--- src/rtl/bullet_pool.sv ---
// Purpose : pool of N_BULLETS projectiles; allocates on fire, steps each active
//           bullet once per frame, retires off-screen or hit bullets.
// Latency : fire, movement and retirement take effect on the next clk edge;
//           o_pixel / o_active_count are combinational from registered state.
// Backpressure: none; a fire request that cannot be accepted is dropped
//           (o_fire_drop pulse), never queued.
//
// Ports:
//   i_clk_60hz      frame clock, one rising edge per frame
//   i_reset         asynchronous, active-high
//   i_px, i_py      current VGA pixel coordinate
//   i_ship_x        ship left edge, used to centre the launch x
//   i_shoot_up/down level fire buttons, synchronous to i_clk_60hz
//   i_hit           per-slot kill request from collision logic
//   o_pixel         per-slot "bullet covers (px,py)"
//   o_in_use        per-slot active flag
//   o_active_count  number of active slots
//   o_fire_ack      one-frame pulse: fire accepted
//   o_fire_drop     one-frame pulse: fire rejected
//
// Optional build macro: BULLET_POOL_AUTOFIRE_EN
//   defined   -> a held button refires whenever the cooldown has expired
//   undefined -> firing only on a button rising edge

module bullet_pool #(
    parameter int N_BULLETS    = 4,
    parameter int SPEED        = 4,
    parameter int BULLET_W     = 2,
    parameter int BULLET_H     = 8,
    parameter int SHIP_W       = 16,
    parameter int Y_UP_START   = 432,
    parameter int Y_DOWN_START = 40,
    parameter int SCREEN_H     = 480,
    parameter int COOLDOWN     = 3
) (
    input  logic                 i_clk_60hz,
    input  logic                 i_reset,
    input  logic [9:0]           i_px,
    input  logic [9:0]           i_py,
    input  logic [9:0]           i_ship_x,
    input  logic                 i_shoot_up,
    input  logic                 i_shoot_down,
    input  logic [N_BULLETS-1:0] i_hit,
    output logic [N_BULLETS-1:0] o_pixel,
    output logic [N_BULLETS-1:0] o_in_use,
    output logic [3:0]           o_active_count,
    output logic                 o_fire_ack,
    output logic                 o_fire_drop
);

    localparam int IDX_W = (N_BULLETS > 1) ? $clog2(N_BULLETS) : 1;
    localparam int CD_W  = (COOLDOWN > 1) ? $clog2(COOLDOWN + 1) : 1;

    localparam logic [10:0] L_SPEED = 11'(SPEED);
    localparam logic [10:0] L_BW    = 11'(BULLET_W);
    localparam logic [10:0] L_BH    = 11'(BULLET_H);
    // Last y at which a downward bullet still fits fully on screen.
    localparam logic [10:0] L_LIMIT = 11'(SCREEN_H - BULLET_H);

    // Slot state. r_dir: 0 = moving up, 1 = moving down.
    logic [N_BULLETS-1:0] r_in_use;
    logic [9:0]           r_x   [N_BULLETS];
    logic [9:0]           r_y   [N_BULLETS];
    logic                 r_dir [N_BULLETS];
    logic [CD_W-1:0]      r_cooldown;
    logic                 r_shoot_prev;
    logic                 r_fire_ack;
    logic                 r_fire_drop;

    logic                 w_any_btn;
    logic                 w_req;
    logic                 w_free_any;
    logic [IDX_W-1:0]     w_free_idx;
    logic                 w_accept;
    logic [9:0]           w_launch_x;
    logic [10:0]          w_px11;
    logic [10:0]          w_py11;
    logic [3:0]           w_count;

    assign w_any_btn = i_shoot_up | i_shoot_down;

`ifdef BULLET_POOL_AUTOFIRE_EN
    // Held button keeps requesting once the cooldown has run out.
    assign w_req = w_any_btn & (~r_shoot_prev | (r_cooldown == '0));
`else
    assign w_req = w_any_btn & ~r_shoot_prev;
`endif

    // Free-slot search uses in_use as it stood at the start of the frame,
    // so a slot retiring this frame is only reusable on the next one.
    assign w_free_any = ~&r_in_use;

    always_comb begin
        w_free_idx = '0;
        for (int i = N_BULLETS - 1; i >= 0; i--) begin
            if (!r_in_use[i]) begin
                w_free_idx = IDX_W'(i);
            end
        end
    end

    assign w_accept = w_req & (r_cooldown == '0) & w_free_any;

    // Centred launch x; modulo-1024 wrap matches an 11-bit sum truncated to 10.
    assign w_launch_x = i_ship_x + 10'(SHIP_W / 2 - BULLET_W / 2);

    always_ff @(posedge i_clk_60hz or posedge i_reset) begin
        if (i_reset) begin
            r_in_use     <= '0;
            r_cooldown   <= '0;
            r_shoot_prev <= 1'b1;  // a button held through reset must not fire
            r_fire_ack   <= 1'b0;
            r_fire_drop  <= 1'b0;
            for (int i = 0; i < N_BULLETS; i++) begin
                r_x[i]   <= '0;
                r_y[i]   <= '0;
                r_dir[i] <= 1'b0;
            end
        end else begin
            r_shoot_prev <= w_any_btn;
            r_fire_ack   <= w_accept;
            r_fire_drop  <= w_req & ~w_accept;

            if (w_accept) begin
                r_cooldown <= CD_W'(COOLDOWN);
            end else if (r_cooldown != '0) begin
                r_cooldown <= r_cooldown - CD_W'(1);
            end

            // Movement / retirement; hit beats the off-screen checks.
            for (int i = 0; i < N_BULLETS; i++) begin
                if (r_in_use[i]) begin
                    if (i_hit[i]) begin
                        r_in_use[i] <= 1'b0;
                    end else if (!r_dir[i]) begin
                        if ({1'b0, r_y[i]} < L_SPEED) begin
                            r_in_use[i] <= 1'b0;
                        end else begin
                            r_y[i] <= r_y[i] - L_SPEED[9:0];
                        end
                    end else begin
                        if (({1'b0, r_y[i]} + L_SPEED) > L_LIMIT) begin
                            r_in_use[i] <= 1'b0;
                        end else begin
                            r_y[i] <= r_y[i] + L_SPEED[9:0];
                        end
                    end
                end
            end

            // The allocated slot was inactive, so the loop above never
            // touches it: launch wins over any hit and it does not move yet.
            if (w_accept) begin
                r_in_use[w_free_idx] <= 1'b1;
                r_x[w_free_idx]      <= w_launch_x;
                r_y[w_free_idx]      <= i_shoot_up ? 10'(Y_UP_START) : 10'(Y_DOWN_START);
                r_dir[w_free_idx]    <= ~i_shoot_up;  // both buttons -> up
            end
        end
    end

    // Coverage test with 11-bit sums so a bullet near x=1023 does not wrap.
    assign w_px11 = {1'b0, i_px};
    assign w_py11 = {1'b0, i_py};

    always_comb begin
        o_pixel = '0;
        for (int i = 0; i < N_BULLETS; i++) begin
            o_pixel[i] = r_in_use[i]
                       & (w_px11 >= {1'b0, r_x[i]}) & (w_px11 < ({1'b0, r_x[i]} + L_BW))
                       & (w_py11 >= {1'b0, r_y[i]}) & (w_py11 < ({1'b0, r_y[i]} + L_BH));
        end
    end

    always_comb begin
        w_count = '0;
        for (int i = 0; i < N_BULLETS; i++) begin
            w_count = w_count + 4'(r_in_use[i]);
        end
    end

    assign o_in_use       = r_in_use;
    assign o_active_count = w_count;
    assign o_fire_ack     = r_fire_ack;
    assign o_fire_drop    = r_fire_drop;

endmodule

--- config.mk ---
export PLATFORM = sky130hd
export DESIGN_NAME = bullet_pool
export DESIGN_NICKNAME = d
export VERILOG_FILES = /design/src/rtl/bullet_pool.sv
export SDC_FILE = /design/constraint.sdc
export NUM_CORES = 1
export LEC_CHECK = 0
export ABC_AREA = 0
export CORE_MARGIN = 8
export CORE_UTILIZATION = 23
export CTS_CLUSTER_SIZE = 20
export DETAILED_ROUTE_END_ITERATION = 8
export PLACE_DENSITY = 0.49
export SETUP_SLACK_MARGIN = 0.05
export SYNTH_ARGS = -nofsm -noshare
export SYNTH_HDL_FRONTEND = slang
export SYNTH_SLANG_ARGS = --single-unit
--- constraint.sdc ---
create_clock -name i_clk_60hz -period 2.51 [get_ports i_clk_60hz]
set_input_delay 0.3765 -clock i_clk_60hz [delete_from_list [all_inputs] [get_ports i_clk_60hz]]
set_output_delay 0.3765 -clock i_clk_60hz [all_outputs]
set_load 0.02 [all_outputs]
== After elaboration in Yosys (flattened, before gate mapping) ==
Index checks and enable logic that the tools add are counted.

* Bitwise gates (word level): 26
* Magnitude comparators: 28
* Reductions and logical operators: 7
* $add $sub $neg: 25
* Muxes and demuxes: 58

{| class="wikitable"
|+ Operators with widths
! operator !! count
|-
| 10-bit 2-to-1 mux || 21
|-
| 10-bit by 11-bit less-than comparator with 1-bit output || 8
|-
| 40-bit bitwise mux || 2
|-
| 10-bit greater-or-equal comparator || 8
|-
| 10-bit by 3-bit adder with 10-bit output (second input constant) || 5
|-
| 10-bit by 2-bit adder with 11-bit output (second input constant) || 4
|-
| 10-bit by 3-bit adder with 11-bit output (second input constant) || 4
|-
| 10-bit by 4-bit adder with 11-bit output (second input constant) || 4
|-
| 11-bit by 9-bit > comparator with 1-bit output (second input constant) || 4
|-
| 10-bit by 3-bit less-than comparator with 1-bit output (second input constant) || 4
|-
| 40-bit 2-to-1 mux || 1
|-
| 10-bit by 3-bit subtractor with 10-bit output (second input constant) || 4
|-
| 1-bit 2-to-1 mux || 22
|-
| 1-bit AND || 20
|-
| 10-bit demux with 2-bit select || 1
|-
| 2-bit 2-to-1 mux || 6
|-
| 9-bit 2-to-1 mux || 1
|-
| 3-bit by 1-bit adder with 4-bit output || 1
|-
| 4-bit bitwise mux || 1
|-
| 1-bit demux with 2-bit select || 2
|-
| 4-bit 2-to-1 mux || 1
|-
| 4-bit bitwise OR || 1
|-
| 4-bit AND reduction || 1
|-
| 2-bit nonzero test || 2
|-
| other kinds (13) || 16
|}

* Word-level logic and storage cells: 161
* Output and inout bits: 14
* Input bits: 38
* Register bits after elaboration: 93

== Logic depth before layout (Yosys ltp) ==
Gate-level depths: netlist (run 1).

* Depth in word-level cells: 11
* Gate-level depth with buffers: 11
* Gate-level depth less buffers: 11

== Least setup slack after synthesis (run 1) ==
OpenSTA, ideal clock, no wires.

* Path type: register to output
* From: register r_x[13] (netlist name)
* To: output o_pixel[2]
* Buffers on the path: 0
* Stages on the path, launching flop included: 10
* Slack: -422 ps
* Arrival time: 2,556 ps
* Data required time: 2,134 ps
* Cells stage by stage: dfrtp_1 and3_1 and2_1 nand4_1 xnor2_1 ha_1 or4_1 a211oi_1 o211ai_1 a221oi_1

* Longest elaborated chain between the ends: 5
* Elaborated cells between the ends (all ways): 7
* Those cells by class: add/sub: 1; order compare: 2; bitwise: 4

{| class="wikitable"
|+ Ends and longest elaborated chain
! item !! RTL line !! text
|-
| from (decl) || 62 || <nowiki>logic [9:0] r_x [N_BULLETS];</nowiki>
|-
| from (signal, indexed assignment) || 155 || <nowiki>r_x[w_free_idx] <= w_launch_x;</nowiki>
|-
| 10-bit by 2-bit adder with 11-bit output / 10-bit greater-or-equal comparator (equally long branches) || 170 || <nowiki>& (w_px11 >= {1'b0, r_x[i]}) & (w_px11 < ({1'b0, r_x[i]} + L_BW))</nowiki>
|-
| 10-bit by 11-bit less-than comparator with 1-bit output / 1-bit AND (equally long branches) || 170 ||
|-
| 1-bit AND * || 170 ||
|-
| 1-bit AND * (2 in a row) || 171 || <nowiki>& (w_py11 >= {1'b0, r_y[i]}) & (w_py11 < ({1'b0, r_y[i]} + L_BH));</nowiki>
|-
| to (decl) || 44 || <nowiki>output logic [N_BULLETS-1:0] o_pixel,</nowiki>
|}

Every way passes the cells marked *; elsewhere a longest branch is shown, timed or not.

== Worst setup path after layout (run 1) ==
* From: register r_x[15] (netlist name)
* To: output o_pixel[2]

The elaborated chain is that of the path after synthesis.

==> results of run 1 <==
-- synthesized netlist by cell type, types with 4 or more instances --
cell	count	share of area, %
o22ai_1	7	0.45
o31ai_1	6	0.47
a21oi_1	69	3.6
a221oi_1	8	0.72
a211oi_1	20	1.6
nand3_1	57	2.9
o21bai_1	6	0.47
o221ai_1	4	0.36
a21o_1	16	1.2
and3_1	18	1.2
o211ai_1	10	0.78
a211o_1	6	0.54
mux2i_1	8	0.83
nor2_1	59	2.3
o2111ai_1	5	0.45
clkbuf_1	29	1.1
buf_4	4	0.31
nand4_1	22	1.4
o21ai_0	87	4.5
o21a_1	18	1.4
or4_1	7	0.54
nor2b_1	6	0.39
a41oi_1	4	0.36
xnor2_1	67	6.1
ha_1	169	22
and2_1	6	0.39
a311oi_1	5	0.45
nor3_1	23	1.2
xor2_1	8	0.72
nand2b_1	14	0.90
nor4_1	11	0.71
inv_1	100	3.9
dfrtp_1	84	22
o31a_1	4	0.36
or3_1	4	0.26
a2111oi_0	5	0.45
buf_2	15	0.78
nand2_1	101	3.9
a31oi_1	16	1.0
-- layout by cell type, fill, tap and decap left out, types with 17 or more instances in the layout --
master	instances
inv_1	96
o21ai_0	75
o21a_1	18
nand3_1	50
nor2_1	53
buf_4	276
ha_1	157
dfrtp_1	81
clkdlybuf4s50_1	39
nand4_1	22
nor3_1	20
nand2_1	101
xnor2_1	62
a21oi_1	63
a211oi_1	17
-- flip-flops by register name (all words and copies together), names as in the netlist --
signal / cells
o_fire_ack: 1
o_fire_drop: 1
o_in_use: 4
r_cooldown: 2
r_dir: 4
r_shoot_prev: 1
r_x: 40
r_y: 32
-- path summary, 6_finish.rpt --
kind	to	start
min	r_y[15]	i_reset
max in group asynchronous	r_y[23]	i_reset
min reg2reg	r_x[0]	r_x[0]
max	o_pixel[2]	r_x[15]
max reg2reg	r_y[26]	r_y[23]
min in group i_clk_60hz	r_x[0]	r_x[0]
-- timing repair --
action,CTS,global route
gates cloned,0,0
setup buffers,8,11
pin swaps,31,41
resized for setup,59,66
setup endpoints to repair,11,31
-- metal layers --
layer  share of wire [%]  up-vias
met2                  48      193
met3                 3.0       50
met5                   0        -
li1                    -     4875
met4                 2.6        0
met1                  47     4606
-- power breakdown --
part	leakage [nW]	internal (mW)	switching [mW]
logic	4.90	2.80	2.91
clock network	0.137	0.711	0.646
registers	1.04	1.67	0.307
total	6.07	5.18	3.86
-- logic make-up (layout without fill, tap and decap cells) --
group	count (synthesis)	after routing	share of synthesized area [%]
AND/OR/NAND/NOR	352	352	18.3
AO/OA/AOI/OAI	334	334	22.9
adder cells (fa/ha/maj)	170	170	22.0
buffers and inverters	153	442	6.46
flip-flops	85	85	22.0
XOR/XNOR	76	76	6.95
multiplexers	11	11	1.29
other	1	1	0.0387
-- area by class of cell --
type | count | area share [%]
clock inverters | 5 | 0.314
clock buffers | 11 | 1.79
multi-input cells | 944 | 55.2
inverters | 102 | 2.88
well taps | 539 | 4.99
repair buffers | 324 | 19.0
flip-flops and latches | 85 | 15.8
==> results.py, run 1 <==
metrics = {
    "detailed_routing": {
        "drt-initial-drc-count": 653,
        "wire_per_inst_um": 16.0,
        "ant_nets": 0,
        "post-route-drc-count": 0,
        "viasPerCell": 4.84,
        "via_count": 9724,
        "wl_um": 32100,
        "firstDrtPassIters": 5,
    },
    "sta": {
        "worstMarginPinSlew_ns": 1.03,
        "fin_ws_ns": -0.756,
        "rsz0062_at_grt": "yes",
        "period_needed_ns": 3.27,
        "max-slew-margin-rel_pct": 31.3,
        "min_period_over_period_pct": 130,
        "clock.fmax_mhz": 306,
        "finalSetupTns_ns": -2.03,
        "fin_hold_ws_ns": 0.342,
        "finClkSkew_ns": 0.00925,
        "final-setup-viol-count": 4,
        "hold_viol_final": 0,
        "finalMaxSlewViolations": 0,
    },
    "global_route": {
        "grtUsageMet3_pct": 1.86,
        "grtUsageMet1_pct": 16.4,
        "grt_pass1_vias": 9546,
        "grt_use_met2_pct": 22.2,
        "grt_pass1_wl_um": 51400,
        "grt_usage_pct": 12.9,
        "grt_overflow": 0,
        "antenna_found_initial": 0,
        "grt_max_degree": 58,
        "top_usage_layer": "met2",
    },
    "logic_synthesis": {
        "async_flop_share_pct": 100,
        "yosys_warnings": 0,
        "yosys_register_bits": 85,
        "ys_types": 86,
        "synth_edf_count": 0,
        "netlist_area_sq_um": 9690,
        "synth_cells": 1182,
        "avgSynthCellArea_sq_um": 8.19,
        "yosysSeqAreaShare_pct": 22.0,
        "synthFlopType": "dfrtp_1",
        "synth_fp_nets": 1390,
    },
    "clocking": {
        "htree_levels": 3,
        "cts_root_buf": "clkbuf_16",
        "numCtsBuffers": 9,
        "cts_tree": "done",
        "path_clk_slew_ns": 0.07,
        "clk_latency_ns": 0.36,
        "ctsHoldBuffers": 0,
        "clock-sinks": 85,
        "cts_buffer_depth": 2,
    },
    "worst_setup_path": {
        "rrSetupSlack_ns": 0.14,
        "r2r_cells": 10,
        "crit_cells": 10,
        "slowest_stage": "or4_4",
        "path_cells": "and3_4 > and2_4 > nand4_1 > xnor2_1 > ha_2 > or4_4 > a211oi_2 > o211ai_1 > a221oi_2 > buf_4",
        "crit_buf_inv": 1,
        "arrival_ns": 2.89,
        "slowest_delay_ns": 0.52,
        "critical_path.top_delay_family": "simple AND/OR/NAND/NOR gates",
        "crit_fanout": 4,
        "cp-end-kind": "primary output",
        "crit_required_ns": 2.13,
        "worst_setup_path_start_kind": "register",
        "worstSetupPathType": "register to primary output",
    },
    "placed_design": {
        "pre_cts_ws_ns": -0.962,
        "placedInstanceArea_sq_um": 12600,
        "port_buffers": 48,
        "post-place-cells": 1975,
        "dp_hpwl_um": 25900,
        "gp_congestion": 0.881,
    },
    "die": {
        "fp.dieW_um": 221,
        "io_pins": 52,
        "core_sq_um": 41800,
        "die_h_um": 221,
        "std_cell_rows": 75,
        "start_util_pct": 23.2,
        "die_area_sq_um": 48900,
    },
    "layout": {
        "fin_cells": 2010,
        "fill_cells": 4371,
        "final_area_sq_um": 13500,
        "drive_above_1_share_pct": 27.7,
        "final_util_pct": 32.4,
        "finalNetCount": 1674,
        "final-seq-area_sq_um": 2130,
        "diodes": 0,
        "multi_input_area_sq_um": 7470,
        "syn_to_final_growth_pct": 39.7,
    },
    "min_path": {
        "hold_class": "input pin to asynchronous set/reset pin",
    },
    "power_and_ir_drop": {
        "p_leak_nw": 6.07,
        "p_total_mw": 9.04,
        "peakVddDrop_v": 0.000302,
        "power_density_nw_per_um2": 668,
    },
    "run": {
        "cap_violations": 0,
    },
    "status": {
        "outcome": "finished, violations left",
        "violations": "setup timing",
    },
}
(Power assumes the default switching activity.)
==> run 2, diff against run 1 <==
--- a/config.mk
+++ b/config.mk
@@ -6,7 +6,7 @@
 export NUM_CORES = 1
 export LEC_CHECK = 0
 export ABC_AREA = 0
-export CORE_MARGIN = 8
+export CORE_MARGIN = 5
 export CORE_UTILIZATION = 23
 export CTS_CLUSTER_SIZE = 20
 export DETAILED_ROUTE_END_ITERATION = 8
==> run 2 against run 1 <==
  * The run still ends with setup timing left
  * Fmax rose by 0.12%
  * Worst setup slack better by 0.0039 ns
  * Utilization grew 0.13 points
  * Critical path depth unchanged
  * Critical path type unchanged
  * Highest routed layer unchanged
==> results.py, run 2 (synthesized netlist as in run 1, its figures left out) <==
metrics = {
    "status": {
        "outcome": "finished, violations left",
        "violations": "setup timing",
    },
    "die": {
        "die_h_um": 215,
        "fp.dieW_um": 215,
        "std_cell_rows": 75,
        "die_area_sq_um": 46300,
        "core_sq_um": 41800,
        "io_pins": 52,
        "start_util_pct": 23.2,
    },
    "power_and_ir_drop": {
        "power_density_nw_per_um2": 682,
        "p_leak_nw": 6.05,
        "p_total_mw": 9.26,
        "peakVddDrop_v": 0.000292,
    },
    "worst_setup_path": {
        "r2r_start": "r_y[26]",
        "rrSetupSlack_ns": 0.08,
        "crit_buf_inv": 1,
        "slowest_delay_ns": 0.53,
        "worst_setup_path_start_kind": "register",
        "cp-end-kind": "primary output",
        "regToRegEndpoint": "r_y[27]",
        "crit_start": "r_x[13]",
        "crit_required_ns": 2.13,
        "critical_path.top_delay_family": "simple AND/OR/NAND/NOR gates",
        "path_cells": "and3_4 > and2_4 > nand4_1 > xnor2_1 > ha_2 > or4_1 > a211oi_2 > o211ai_1 > a221oi_2 > buf_4",
        "arrival_ns": 2.89,
        "crit_fanout": 4,
        "slowest_stage": "or4_1",
        "worstSetupPathType": "register to primary output",
        "crit_cells": 10,
        "r2r_cells": 8,
    },
    "sta": {
        "final-setup-viol-count": 4,
        "min_period_over_period_pct": 130,
        "period_needed_ns": 3.26,
        "hold_viol_final": 0,
        "fin_ws_ns": -0.752,
        "finClkSkew_ns": 0.00745,
        "clock.fmax_mhz": 307,
        "rsz0062_at_grt": "yes",
        "worstMarginPinSlew_ns": 0.825,
        "max-slew-margin-rel_pct": 44.9,
        "finalMaxSlewViolations": 0,
    },
    "layout": {
        "mostFrequentLayoutCells": "buf_4 (265), ha_1 (153), nand2_1 (101)",
        "syn_to_final_growth_pct": 40.2,
        "largestRegisters": "r_x (40), r_y (32)",
        "fin_cells": 2006,
        "drive_above_1_share_pct": 28.5,
        "final_area_sq_um": 13600,
        "final_common_cell": "buf_4",
        "fill_cells": 4368,
        "final_util_pct": 32.5,
        "final-seq-area_sq_um": 2130,
        "finalNetCount": 1670,
        "diodes": 0,
        "regMostFlops": "r_x",
        "multi_input_area_sq_um": 7520,
        "largest_register_ff_count": 40,
    },
    "clocking": {
        "numCtsBuffers": 9,
        "cts_tree": "done",
        "clk_latency_ns": 0.36,
        "path_clk_slew_ns": 0.07,
        "clock-sinks": 85,
        "cts_buffer_depth": 2,
        "cts_root_buf": "clkbuf_16",
        "ctsHoldBuffers": 0,
        "htree_levels": 3,
    },
    "global_route": {
        "grt_pass1_vias": 9558,
        "grt_overflow": 0,
        "grt_usage_pct": 13.9,
        "grt_max_degree": 67,
        "grt_pass1_wl_um": 52400,
        "antenna_found_initial": 0,
    },
    "detailed_routing": {
        "wl_um": 33200,
        "drt-initial-drc-count": 442,
        "post-route-drc-count": 0,
        "wire_per_inst_um": 16.6,
        "firstDrtPassIters": 7,
        "ant_nets": 0,
        "viasPerCell": 4.90,
        "via_count": 9826,
    },
    "placed_design": {
        "port_buffers": 48,
        "post-place-cells": 1973,
        "placedInstanceArea_sq_um": 12600,
        "dp_hpwl_um": 26100,
        "gp_congestion": 0.856,
    },
    "min_path": {
        "hold_class": "input pin to asynchronous set/reset pin",
    },
    "run": {
        "cap_violations": 0,
    },
}
## run 2: cell count changes in the layout (fill, tap and decap cells not counted), moves of 3 or more
cell	change
ha_4	+4
ha_1	-4
inv_2	+3
buf_4	-11
inv_1	-5
clkdlybuf4s50_1	-3
buf_6	+8
## run 2: metrics by stage
| stage | setup WS, ns | hold WS (ns) | setup TNS [ns] |
|---|---|---|---|
| after global routing | -0.885 | 0.505 | -2.56 |
| final | -0.752 | 0.476 | -2.12 |
| after floorplan | -0.140 | 0.454 | -0.140 |
| after global placement | -0.903 | 0.474 | -3.94 |
| after CTS | -0.782 | 0.487 | -2.24 |
| after detailed placement | -0.904 | 0.478 | -4.03 |
## run 2: where the power goes
| part | internal, mW | total [mW] | switching [mW] |
|---|---|---|---|
| sequential | 1.67 | 2.00 | 0.326 |
| combinational | 2.87 | 5.87 | 3.00 |
| clock | 0.718 | 1.40 | 0.678 |
## run 2: worst max path at each step
stage	end	slack, ns
floorplan	o_pixel[2]	-0.14
global placement	o_pixel[1]	-0.90
detailed placement	o_pixel[2]	-0.90
CTS	o_pixel[2]	-0.78
global route	o_pixel[2]	-0.88
finish	o_pixel[2]	-0.75
## run 2: layout make-up
| class | instances | area share (%) |
|---|---|---|
| clock buffer | 10 | 1.76 |
| clock inverter | 6 | 0.396 |
| inverter | 102 | 2.90 |
| multi-input combinational | 944 | 55.4 |
| sequential | 85 | 15.7 |
| tap | 539 | 4.97 |
| timing repair buffer | 320 | 18.9 |
## run 2: metal layers
metal / routed length (um) / vias up / part of all wire (%) / GRT usage [%]
li1: - / 4868 / - / -
met1: 15400 / 4738 / 46 / 18.5
met2: 16000 / 187 / 48 / 23.6
met3: 933 / 33 / 2.8 / 1.70
met4: 877 / 0 / 2.6 / 4.40
met5: 0 / - / 0 / 0
## run 2: repair_timing
action | CTS | global route
setup buffers | 12 | 5
setup endpoints to repair | 14 | 27
resized for setup | 83 | 67
gates cloned | 0 | 0
pin swaps | 48 | 35
## run 2: worst register-to-register path, delay by kind of cell (launching register included)
kind | cells | cell delay, ns
DFF | 1 | 0.42
buffers and inverters | 2 | 0.33
AOI/OAI and AO/OA | 3 | 0.75
muxes | 1 | 0.34
and+or+nand+nor | 2 | 0.45
